<file path="config.mk">
export PLATFORM = sky130hd
export DESIGN_NAME = tl_inflight_tracker
export DESIGN_NICKNAME = d
export VERILOG_FILES = /design/src/rtl/tl_inflight_tracker.sv
export SDC_FILE = /design/constraint.sdc
export NUM_CORES = 2
export LEC_CHECK = 0
export CAP_MARGIN = 20
export CELL_PAD_IN_SITES_DETAIL_PLACEMENT = 1
export CELL_PAD_IN_SITES_GLOBAL_PLACEMENT = 1
export CORE_MARGIN = 1
export CORE_UTILIZATION = 48
export DETAILED_ROUTE_END_ITERATION = 10
export PLACE_DENSITY_LB_ADDON = 0.3
export SYNTH_ARGS = -nofsm -noshare
export SYNTH_HDL_FRONTEND = slang
export SYNTH_SLANG_ARGS = --single-unit
</file>
<file path="constraint.sdc">
create_clock -name clock -period 7.45 [get_ports clock]
set_input_delay 2.235 -clock clock [delete_from_list [all_inputs] [get_ports clock]]
set_output_delay 2.235 -clock clock [all_outputs]
set_load 0.02 [all_outputs]
</file>
<file path="src/rtl/tl_inflight_tracker.sv">
// Observation-only TileLink A/D in-flight tracker: per-source request table, beat counting,
// response matching, sticky error flags. Optional watchdog under TL_TRACKER_WATCHDOG_EN.
module tl_inflight_tracker #(
    parameter int SOURCES    = 128,
    parameter int BEAT_BYTES = 4,
    parameter int TIMEOUT    = 4096
) (
    input  logic       clock,
    input  logic       reset,
    input  logic       a_valid,
    input  logic       a_ready,
    input  logic [2:0] a_opcode,
    input  logic [3:0] a_size,
    input  logic [6:0] a_source,
    input  logic [29:0] a_address,
    input  logic       d_valid,
    input  logic       d_ready,
    input  logic [2:0] d_opcode,
    input  logic [3:0] d_size,
    input  logic [6:0] d_source,
    input  logic       d_denied,
    output logic [7:0] inflight_count,
    output logic [4:0] err_sticky,
    output logic       err_pulse
);
    localparam int LG_BB  = $clog2(BEAT_BYTES);
    localparam int BEAT_W = 15 - LG_BB;

    // Remaining beats after the first, i.e. beats-1; zero for single-beat messages.
    function automatic logic [BEAT_W-1:0] beats_m1(input logic [3:0] size, input logic data);
        logic [BEAT_W-1:0] r;
        r = '0;
        if (data && size > 4'(LG_BB))
            r = BEAT_W'((32'd1 << (size - 4'(LG_BB))) - 32'd1);
        return r;
    endfunction

    logic [SOURCES-1:0]      inflight_q, inflight_d;
    logic [SOURCES-1:0][1:0] exp_op_q, exp_op_d;
    logic [SOURCES-1:0][3:0] size_q, size_d;
    logic [BEAT_W-1:0]       a_beats_q, a_beats_d, d_beats_q, d_beats_d;
    logic [7:0]              count_q, count_d;
    logic [4:0]              err_q, err_d;
    logic                    pulse_q, pulse_d;

    logic a_fire, d_fire, a_known, d_known, alloc, d_check, d_last, release_ok;
    logic [1:0] a_exp_op;

    logic unused_inputs;
    assign unused_inputs = ^{a_address, d_denied};

`ifdef TL_TRACKER_WATCHDOG_EN
    logic [12:0] wd_q, wd_d;
`endif

    always_comb begin
        a_fire  = a_valid & a_ready;
        d_fire  = d_valid & d_ready;
        a_known = a_opcode < 3'd6;
        d_known = d_opcode < 3'd6;
        alloc   = a_fire && (a_beats_q == '0) && a_known;
        d_check = d_fire && (d_beats_q == '0) && d_known;
        d_last  = d_fire && ((d_beats_q == BEAT_W'(1)) ||
                  ((d_beats_q == '0) && d_known && (beats_m1(d_size, d_opcode == 3'd1) == '0)));
        // A same-cycle allocation on the same source overrides the release.
        release_ok = d_last && inflight_q[d_source] && !(alloc && (a_source == d_source));

        case (a_opcode)
            3'd0, 3'd1:       a_exp_op = 2'd0;
            3'd2, 3'd3, 3'd4: a_exp_op = 2'd1;
            3'd5:             a_exp_op = 2'd2;
            default:          a_exp_op = 2'd0;
        endcase

        a_beats_d = a_beats_q;
        if (a_fire) begin
            if (a_beats_q == '0) begin
                if (a_known) a_beats_d = beats_m1(a_size, a_opcode <= 3'd1);
            end else begin
                a_beats_d = a_beats_q - BEAT_W'(1);
            end
        end

        d_beats_d = d_beats_q;
        if (d_fire) begin
            if (d_beats_q == '0) begin
                if (d_known) d_beats_d = beats_m1(d_size, d_opcode == 3'd1);
            end else begin
                d_beats_d = d_beats_q - BEAT_W'(1);
            end
        end

        err_d = err_q;
        if (alloc && inflight_q[a_source]) err_d[0] = 1'b1;
        if (d_check) begin
            if (!inflight_q[d_source]) begin
                err_d[1] = 1'b1;
            end else begin
                if (d_opcode != {1'b0, exp_op_q[d_source]}) err_d[2] = 1'b1;
                if (d_size != size_q[d_source])             err_d[3] = 1'b1;
            end
        end

`ifdef TL_TRACKER_WATCHDOG_EN
        wd_d = wd_q;
        if (d_fire || (count_q == 8'd0))
            wd_d = '0;
        else if (wd_q != 13'(TIMEOUT))
            wd_d = wd_q + 13'd1;
        if (wd_d == 13'(TIMEOUT)) err_d[4] = 1'b1;
`else
        err_d[4] = 1'b0;
`endif

        inflight_d = inflight_q;
        exp_op_d   = exp_op_q;
        size_d     = size_q;
        if (release_ok) inflight_d[d_source] = 1'b0;
        if (alloc) begin
            inflight_d[a_source] = 1'b1;
            exp_op_d[a_source]   = a_exp_op;
            size_d[a_source]     = a_size;
        end

        count_d = count_q;
        if ((alloc && !inflight_q[a_source]) && !release_ok)
            count_d = count_q + 8'd1;
        else if (release_ok && !(alloc && !inflight_q[a_source]))
            count_d = count_q - 8'd1;

        pulse_d = |(err_d & ~err_q);
    end

    always_ff @(posedge clock) begin
        if (reset) begin
            inflight_q <= '0;
            exp_op_q   <= '0;
            size_q     <= '0;
            a_beats_q  <= '0;
            d_beats_q  <= '0;
            count_q    <= '0;
            err_q      <= '0;
            pulse_q    <= 1'b0;
`ifdef TL_TRACKER_WATCHDOG_EN
            wd_q       <= '0;
`endif
        end else begin
            inflight_q <= inflight_d;
            exp_op_q   <= exp_op_d;
            size_q     <= size_d;
            a_beats_q  <= a_beats_d;
            d_beats_q  <= d_beats_d;
            count_q    <= count_d;
            err_q      <= err_d;
            pulse_q    <= pulse_d;
`ifdef TL_TRACKER_WATCHDOG_EN
            wd_q       <= wd_d;
`endif
        end
    end

    assign inflight_count = count_q;
    assign err_sticky     = err_q;
    assign err_pulse      = pulse_q;
endmodule

</file>
==> impl_metrics.toml <==
[timing]
max_slew.worst_pin.slew_ns = 1.17
skew_ns = 0.0248
slew_headroom_pct = 21.9
finalMaxSlewViolations = 0
setup_viol = 0
fin_hold_ws_ns = 0.446
grt_setup_unrepaired = "no"
fmax_ghz = 0.144
finalSetupTns_ns = 0
min_period_over_period_pct = 92.9
finalHoldViolCount = 0
min_period_ns = 6.92

[floorplanning]
core_region_area_sq_um = 90300
die_w_um = 304
io_pins = 79
die_h_um = 304
start_util_pct = 48.6
rows = 110
dieArea_sq_um = 92600

[finish]
drive_above_1_share_pct = 10.4
fin_area_sq_um = 48600
final_nets = 5480
layout.cells.non_filler = 6655
syn2layout_area_growth_pct = 10.9

[synthesis]
synth_common_cells = "nand2_1, dfxtp_1, a21oi_1"
yosysTopAreaCell = "dfxtp_1"
synth_warnings = 0
syn-instance-count = 5460
yosys.cell_types.count = 84
synth_ff_type = "dfxtp_1"
syn_area_sq_um = 43900
synth_top_area_share_pct = 42.7
ys_ff_latch = 935
netlist_top_cells_area = "dfxtp_1, nand2_1, a21oi_1"
yosys.cell_count.top_type = "nand2_1"
syn_nets = 5540
synth.avg_cell_area_sq_um = 8.03
async_flop_share_pct = 0
synth-edff-count = 0
ys_seq_area_share_pct = 42.7

[power]
p_leak_nw = 15.6
ir_drop_mv = 0.160
power.density_nw_per_um2 = 250

[global_routing]
grt-ovfl-total = 0
antenna_found_initial = 7
grt_max_degree = 234
track_usage_pct = 37.7
grt_pass1_vias = 43600
grt_pass1_wl_um = 270000

[clock_network]
cts_resized = 0
clock-root-buffer = "clkbuf_16"
clock_sinks = 935
cts_hold_buf = 0
cts_buffer_depth = 3
post_cts_buffers = 0
clkTransAtPathRegs_ns = 0.06
clk_latency_ns = 0.70
cts_tree = "built"
cts_buffers = 101
cts_max_level = 3

[run]
max_cap_violations = 0

[run_status]
outcome = "finished clean"

[place]
dp_hpwl_um = 120000
placed_cells = 6468
placed_cell_area_sq_um = 45200
port_buffers = 46
globalplace.congestion = 1.04

[routing]
drt_pass1_iterations = 6
viasPerCell = 6.51
drcViolationCount = 0
vias = 43300
wire_per_inst_um = 26.9
ant_nets = 0
routed_wl_um = 179000
drt-initial-drc-count = 4595

[worst_setup_path]
path_max_fanout = 23
crit_start = "a_source[0]"
crit_required_ns = 8.07
crit_type = "in -> reg"
cp.arrival_ns = 7.54
reg2reg_from = "a_beats_q[0]$_SDFFE_PP0P_"
critPathCaptureType = "flip-flop"
crit_path_start_kind = "primary input"

[min_path]
hold_start = "exp_op_q[79]$_SDFFE_PP0P_"
hp-class = "reg -> reg"
-- cell type report --
type,instances,area [sq um]
sequential,935,18700
multi-input combinational,4115,23200
clock inverter,29,368
tap,1176,1470
antenna,5,12.5
timing repair buffer,216,1790
fill,10800,41600
clock buffer,148,2990
inverter,31,116
-- cells by family (layout without fill, tap and decap cells) --
kind of cell | after synthesis | count (layout) | share of synthesized area (%)
AND/OR/NAND/NOR | 2284 | 2284 | 20.8
AO/OA/AOI/OAI | 1455 | 1455 | 20.0
flip-flops | 935 | 935 | 42.7
buffers and inverters | 410 | 424 | 4.70
multiplexers | 334 | 334 | 10.9
XOR/XNOR | 26 | 26 | 0.519
adder cells (fa/ha/maj) | 15 | 15 | 0.445
other | 1 | 6 | 0.00855
-- state kept, by name, indices dropped and copies added (netlist names) --
| signal | count |
|---|---|
| a_beats_q | 13 |
| exp_op_q | 256 |
| d_beats_q | 13 |
| err_pulse | 1 |
| inflight_count | 8 |
| size_q | 512 |
| inflight_q | 128 |
| err_sticky | 4 |
-- layout by cell type (no fill, tap or decap), types with 74 or more instances in the layout --
cell type	instances
dfxtp_1	935
mux2i_1	175
o21ai_0	117
clkbuf_16	103
buf_4	164
a21oi_1	877
a211oi_1	74
mux4_2	101
nand2_1	1706
nor2_1	339
-- power by group --
part / internal (mW) / switching (mW)
sequential: 5.08 / 0.0715
combinational: 0.574 / 1.25
clock: 3.04 / 2.15
-- path summary, 6_finish.rpt --
| path | endpoint | slack [ns] | cells after the start |
|---|---|---|---|
| max reg2reg | inflight_count[7]$_SDFFE_PP0P_ | 2.39 | 21 |
| max | inflight_count[7]$_SDFFE_PP0P_ | 0.53 | 21 |
| min | exp_op_q[79]$_SDFFE_PP0P_ | 0.45 | 2 |
| min reg2reg | exp_op_q[79]$_SDFFE_PP0P_ | 0.45 | 2 |
-- metal layers --
| layer | routed length [um] | track usage (%) | vias to the layer above |
|---|---|---|---|
| met5 | 48 | 0 | - |
| met4 | 9290 | 18.4 | 8 |
| met3 | 17200 | 8.25 | 576 |
| met2 | 80900 | 59.5 | 2137 |
| met1 | 71500 | 48.8 | 21600 |
| li1 | - | - | 19000 |
-- critical path: stages --
cell	delay (ns)
buf_2	0.51
buf_4	0.38
nor2_1	0.15
a221oi_1	0.34
nor2_1	0.09
o311ai_0	0.35
a32oi_1	0.25
or4_1	0.71
nor2_1	0.16
ha_1	0.23
inv_1	0.17
ha_1	0.31
a21o_1	0.18
a21oi_1	0.22
o21bai_1	0.09
a21oi_1	0.25
o21bai_1	0.10
a21oi_1	0.23
xnor2_1	0.11
or3_1	0.31
a21oi_1	0.16
-- metrics by stage --
step | worst slack [ns] | power [mW] | util [%]
2_1_floorplan | 0.580 | 6.43 | -
3_3_place_gp | 0.123 | 6.97 | 50.1
3_5_place_dp | -0.0277 | 7.02 | 50.1
4_1_cts | 0.687 | 12.1 | 53.8
5_1_grt | 0.397 | 12.5 | 53.9
6_report | 0.526 | 12.2 | 53.9
(Power assumes the default switching activity.)
